### src/rtl/magic_gate_pkg.sv
// magic_gate_pkg: shared FSM states and magic-sequence byte lookup for axis_magic_gate.
package magic_gate_pkg;
  typedef enum logic [1:0] {GATE_LOCKED, GATE_UNLOCKED, GATE_DRAIN} gate_state_t;
  localparam int MAGIC_MAX = 32;
  localparam int MW = MAGIC_MAX * 8;
  // magic is left-aligned so byte 0 of the string sits in the top byte
  function automatic logic [7:0] magic_byte(input logic [MW-1:0] magic, input int unsigned idx);
    return magic[(MAGIC_MAX - 1 - idx) * 8 +: 8];
  endfunction
endpackage

### src/rtl/magic_matcher.sv
// magic_matcher: tracks progress through the magic sequence; match_done pulses on the accepted final byte.
module magic_matcher
  import magic_gate_pkg::*;
#(
  parameter int MAGIC_BYTES = 15,
  parameter logic [MAGIC_BYTES*8-1:0] MAGIC = "#!manilamagic!#",
  localparam int CW = $clog2(MAGIC_BYTES + 1)
) (
  input  logic          clk,
  input  logic          sresetn,
  input  logic          clear,
  input  logic          byte_valid,
  input  logic [7:0]    byte_data,
  output logic [CW-1:0] match_cnt,
  output logic          match_done
);
  localparam logic [MW-1:0] MAGIC_L = MW'(MAGIC) << ((MAGIC_MAX - MAGIC_BYTES) * 8);
  logic w_hit, w_first, w_last;
  assign w_hit = byte_data == magic_byte(MAGIC_L, int'(match_cnt));
  assign w_first = byte_data == magic_byte(MAGIC_L, 0);
  assign w_last = match_cnt == CW'(MAGIC_BYTES - 1);
  assign match_done = byte_valid && !clear && w_hit && w_last;
  // a mismatching byte may itself start a fresh attempt
  always_ff @(posedge clk or negedge sresetn) begin
    if (!sresetn) match_cnt <= '0;
    else if (clear) match_cnt <= '0;
    else if (byte_valid) match_cnt <= w_hit ? (w_last ? '0 : match_cnt + CW'(1)) : CW'(w_first);
  end
endmodule

### src/rtl/axis_magic_gate.sv
// axis_magic_gate: drops input until the magic sequence is seen, then forwards bytes via a 1-deep register.
// Optional idle auto-relock enabled by defining MAGIC_GATE_TIMEOUT_EN.
module axis_magic_gate
  import magic_gate_pkg::*;
#(
  parameter int MAGIC_BYTES = 15,
  parameter logic [MAGIC_BYTES*8-1:0] MAGIC = "#!manilamagic!#",
`ifdef MAGIC_GATE_TIMEOUT_EN
  parameter int TIMEOUT_CYCLES = 50_000_000,
`endif
  localparam int CW = $clog2(MAGIC_BYTES + 1)
) (
  input  logic          clk,
  input  logic          sresetn,
  output logic          s_axis_tready,
  input  logic          s_axis_tvalid,
  input  logic [7:0]    s_axis_tdata,
  input  logic          m_axis_tready,
  output logic          m_axis_tvalid,
  output logic [7:0]    m_axis_tdata,
  input  logic          relock,
  output logic          unlocked,
  output logic [CW-1:0] match_cnt
);
  gate_state_t r_state;
  logic r_m_tvalid, r_unlocked;
  logic [7:0] r_m_tdata;
  logic w_locked, w_unl, w_s_hs, w_m_hs, w_load, w_done, w_timeout, w_relock;
  assign w_locked = r_state == GATE_LOCKED;
  assign w_unl = r_state == GATE_UNLOCKED;
  assign s_axis_tready = w_locked || (w_unl && (!r_m_tvalid || m_axis_tready));
  assign w_s_hs = s_axis_tvalid && s_axis_tready;
  assign w_m_hs = r_m_tvalid && m_axis_tready;
  assign w_load = w_unl && w_s_hs;
  assign w_relock = relock || w_timeout;
  assign m_axis_tvalid = r_m_tvalid;
  assign m_axis_tdata = r_m_tdata;
  assign unlocked = r_unlocked;
`ifdef MAGIC_GATE_TIMEOUT_EN
  localparam int IW = $clog2(TIMEOUT_CYCLES + 1);
  logic [IW-1:0] r_idle;
  // fires on the idle cycle that brings the count to TIMEOUT_CYCLES
  assign w_timeout = w_unl && !w_s_hs && r_idle == IW'(TIMEOUT_CYCLES - 1);
  always_ff @(posedge clk or negedge sresetn) begin
    if (!sresetn) r_idle <= '0;
    else r_idle <= (w_unl && !w_s_hs && !w_timeout) ? r_idle + IW'(1) : '0;
  end
`else
  assign w_timeout = 1'b0;
`endif
  magic_matcher #(.MAGIC_BYTES(MAGIC_BYTES), .MAGIC(MAGIC)) u_matcher (
    .clk        (clk),
    .sresetn    (sresetn),
    .clear      (!w_locked || relock),
    .byte_valid (w_locked && s_axis_tvalid),
    .byte_data  (s_axis_tdata),
    .match_cnt  (match_cnt),
    .match_done (w_done)
  );
  always_ff @(posedge clk or negedge sresetn) begin
    if (!sresetn) begin
      r_state <= GATE_LOCKED;
      r_m_tvalid <= 1'b0;
      r_m_tdata <= '0;
      r_unlocked <= 1'b0;
    end else begin
      if (w_load) begin
        r_m_tvalid <= 1'b1;
        r_m_tdata <= s_axis_tdata;
      end else if (w_m_hs) r_m_tvalid <= 1'b0;
      case (r_state)
        GATE_LOCKED: if (w_done) begin
          r_state <= GATE_UNLOCKED;
          r_unlocked <= 1'b1;
        end
        // a byte still held (or just loaded) must drain before locking
        GATE_UNLOCKED: if (w_relock) begin
          r_state <= (w_load || (r_m_tvalid && !m_axis_tready)) ? GATE_DRAIN : GATE_LOCKED;
          r_unlocked <= 1'b0;
        end
        GATE_DRAIN: if (w_m_hs) r_state <= GATE_LOCKED;
        default: r_state <= GATE_LOCKED;
      endcase
    end
  end
endmodule

### config.mk
export PLATFORM = sky130hd
export DESIGN_NAME = axis_magic_gate
export DESIGN_NICKNAME = d
export VERILOG_FILES = /design/src/rtl/magic_gate_pkg.sv /design/src/rtl/magic_matcher.sv /design/src/rtl/axis_magic_gate.sv
export SDC_FILE = /design/constraint.sdc
export NUM_CORES = 1
export LEC_CHECK = 0
export CAP_MARGIN = 20
export CORE_MARGIN = 3
export CORE_UTILIZATION = 40
export CTS_CLUSTER_DIAMETER = 40
export CTS_CLUSTER_SIZE = 12
export DETAILED_ROUTE_END_ITERATION = 8
export DONT_BUFFER_PORTS = 1
export HOLD_SLACK_MARGIN = 0.1
export PLACE_DENSITY_LB_ADDON = 0.05
export SETUP_SLACK_MARGIN = 0.02
export SLEW_MARGIN = 0
export SYNTH_ARGS = -nofsm -noshare
export SYNTH_HDL_FRONTEND = slang
export SYNTH_HIERARCHICAL = 1
export SYNTH_SLANG_ARGS = --single-unit
### constraint.sdc
create_clock -name clk -period 2.8 [get_ports clk]
set_input_delay 0.28 -clock clk [delete_from_list [all_inputs] [get_ports clk]]
set_output_delay 0.28 -clock clk [all_outputs]
set_load 0.01 [all_outputs]
==> impl_metrics.csv <==
group,metric,value,unit
run_status,status,"finished clean",
global_route,grt_max_degree,17,
timing,tns,0,ps
worst_hold_path,min_to,"m_axis_tdata[4]$_DFFE_PN0P_",
drt,wire_per_inst,15.84,µm
drt,ant_nets,0,
final_layout,multi_input_area,634.4,µm²
flow_run,drv_cap,0,
power_and_ir_drop,seq_power_share,0.569,
clock_tree,ctsResizeCount,0,
power_and_ir_drop,p_comb_frac,0.061,
timing,period_needed,2405,ps
final_layout,layout-drive-gt1-share,0.2261,
final_layout,area_growth,8.315,%
floorplan,row_count,18,
clock_tree,cts_sinks,16,
power_and_ir_drop,power_leakage,0.5031,nW
drt,viasPerCell,5.579,
synth,postSynthAreaPerCell,9.941,µm²
clock_tree,htreeDepth,1,
critical_path,worstSetupPathType,"flop to flop",
timing,drv_slew,0,
floorplan,die_w,58.05,µm
power_and_ir_drop,switching_share,0.2179,
global_route,grt.met1_usage,0.2061,
critical_path,startpoint_type,"flop",
clock_tree,tritoncts,"done",
timing,worstMarginPinSlew,741.4,ps
global_route,use_met2,0.2258,
critical_path,critPathMaxFanout,7,
placed_design,io_buffers,0,
final_layout,nFillCells,259,
timing,maxSlewHeadroom,0.5041,
timing,fin_skew,1.469,ps
global_route,grt_pass1_vias,837,
critical_path,r2r-start,"u_matcher/match_cnt[0]$_DFFE_PN0P_",
worst_hold_path,holdPathStages,1,
synth,synthCells,109,
clock_tree,cts_hold_buffers,2,
drt,drc_errors,0,
power_and_ir_drop,power.switching,0.00009008,W
critical_path,timing.reg2reg.worst_path_depth,10,
timing,timing.final.crit_share,0.8589,
drt,num_vias,809,
synth,seq_area_frac_synth,0.3695,
clock_tree,cts-buffers-inserted,3,
clock_tree,clock_path_buffers,2,
floorplan,fp.dieH,58.05,µm
synth,ys_warn_count,6,
critical_path,r2r_slack,390,ps
synth,synth_edf_count,0,
critical_path,cp.required,3000,ps
floorplan,initial_core_util,0.4296,
power_and_ir_drop,worst_ir_drop_vdd,214.0,µV
clock_tree,clk_pin_slew,100,ps
synth,ys_ff_latch,16,
timing,setup_viol,0,
timing,hold_violations,0,
synth,netlist-cell-type-count,39,
synth,synth_area,1084,µm²
placed_design,gp_congestion,0.8065,
final_layout,diodes,0,
drt,dr.pass1.iters,4,
placed_design,dp_hpwl,1.735,mm
global_route,gr-usage-met3,0.05568,
critical_path,worstSetupEndpointType,"flop",
global_route,top_usage_layer,"met2",
worst_hold_path,min_from,"s_axis_tdata[4]",
power_and_ir_drop,p_int,0.0003234,W
synth,synth_flop_cell,"dfrtp_1",
floorplan,coreArea,2522,µm²
floorplan,io_pins,28,
power_and_ir_drop,fin_total_pwr,0.0004135,W
worst_hold_path,hold_path.class,"primary input to flop",
global_route,grt.overflow.total,0,
drt,drt_iter0_drc,20,
timing,rsz0062_at_grt,"false",
final_layout,final_net_count,135,
global_route,grtUsageTotal,0.1511,
synth,async_flop_share,1.000,
power_and_ir_drop,power.density,352.3,nW/µm²
floorplan,die_area,3369,µm²
synth,synth_nets,128,
final_layout,regArea,400.4,µm²
critical_path,arrival,2610,ps
power_and_ir_drop,clockPowerShare,0.369,
clock_tree,clk_latency,280,ps
critical_path,reg2reg_to,"r_state[0]$_DFFE_PN0P_",
global_route,antenna_found_initial,0,
drt,routed_wirelength,2.297,mm
global_route,grt_pass1_wl,3.995,mm
clock_tree,cts_post_setup_buffers_inserted,0,
timing,fmax,415.8,MHz
clock_tree,root_buffer,"clkbuf_4",
## cells by family after synthesis
group	after synthesis	share of synthesized area
mux	8	0.08314
compound gates	23	0.1305
xor+xnor	6	0.04850
fa+ha+maj	6	0.06928
flops	16	0.3695
buf+inv	8	0.04503
simple gates	42	0.2541
## registers in the layout, summed over array words and instances (netlist names)
register,cells
m_axis_tvalid,1
m_axis_tdata,8
r_state,2
u_matcher/match_cnt,4
unlocked,1
## synth_stat cells, types with 3 or more instances
cell,number,area [µm²]
ha_1,6,75.07
a21oi_1,8,40.04
nand3_1,4,20.02
nand2_1,6,22.52
nor2_1,6,22.52
xor2_1,4,35.03
nand2b_1,6,37.54
buf_4,3,22.52
dfrtp_1,16,400.4
mux2_2,8,90.09
o21ai_0,6,30.03
inv_1,4,15.01
## cells in the final DEF, fill, tap and decap left out, drive strengths merged, types with 2 or more instances in the layout
cell	synthesis	layout
ha	6	6
buf	4	4
dfrtp	16	16
nand2	8	8
xor2	4	4
nor2	6	6
nand3b	2	2
dlygate4sd3	0	2
mux2	8	8
nor3	5	5
or3	3	3
xnor2	2	2
nand2b	6	6
o21ai	8	8
inv	4	4
clkbuf	0	4
nand3	4	4
a21oi	8	8
## critical path: stages, from the launching register on
cell,delay [ps]
dfrtp_1,520
inv_1,160
ha_1,310
nand2b_1,140
o32ai_1,210
xor2_1,140
nor3_2,230
nand2_1,70
nor3_1,270
nor2_1,70
a211oi_1,200
## metal layers
| layer | wire length (µm) | up-vias |
|---|---|---|
| li1 | - | 396 |
| met1 | 1079 | 391 |
| met2 | 1045 | 20 |
| met3 | 152 | 2 |
| met4 | 19 | 0 |
| met5 | 0 | - |
## layout make-up
cell class / count / share of cell area
Clock buffer: 4 / 0.03092
Tap cell: 30 / 0.03198
Timing Repair Buffer: 6 / 0.04264
Inverter: 4 / 0.01279
Sequential cell: 16 / 0.3412
Multi-Input combinational cell: 85 / 0.5405
## metrics by stage
step	utilization	hold slack (ps)	setup WS, ps	instance area, µm²	instances
after detailed placement	0.4430	-15.09	387.4	1117	139
after global placement	0.4430	-15.20	407.6	1117	139
final	0.4653	140.3	395.0	1174	145
after floorplan	-	-15.59	594.1	1084	109
after global routing	0.4653	123.0	94.88	1174	145
after CTS	0.4653	126.6	381.1	1174	145
## power by group through the flow
stage	Sequential, W	Clock, W	Combinational, W
floorplan	0.000239	0	0.0000154
global placement	0.000240	0	0.0000186
detailed placement	0.000240	0	0.0000187
CTS	0.000235	0.000161	0.0000259
global route	0.000236	0.000166	0.0000284
finish	0.000235	0.000153	0.0000253
## worst max-delay path by stage
stage	start	to	slack, ps
3_5_place_dp	u_matcher/match_cnt[0]$_DFFE_PN0P_	r_state[0]$_DFFE_PN0P_	390
5_1_grt	u_matcher/match_cnt[0]$_DFFE_PN0P_	r_state[0]$_DFFE_PN0P_	90
4_1_cts	u_matcher/match_cnt[0]$_DFFE_PN0P_	r_state[0]$_DFFE_PN0P_	380
2_1_floorplan	u_matcher/match_cnt[0]$_DFFE_PN0P_	r_state[0]$_DFFE_PN0P_	590
3_3_place_gp	u_matcher/match_cnt[0]$_DFFE_PN0P_	r_state[0]$_DFFE_PN0P_	410
6_report	u_matcher/match_cnt[0]$_DFFE_PN0P_	r_state[0]$_DFFE_PN0P_	390
Note: power is estimated with default switching activity, not from simulation.
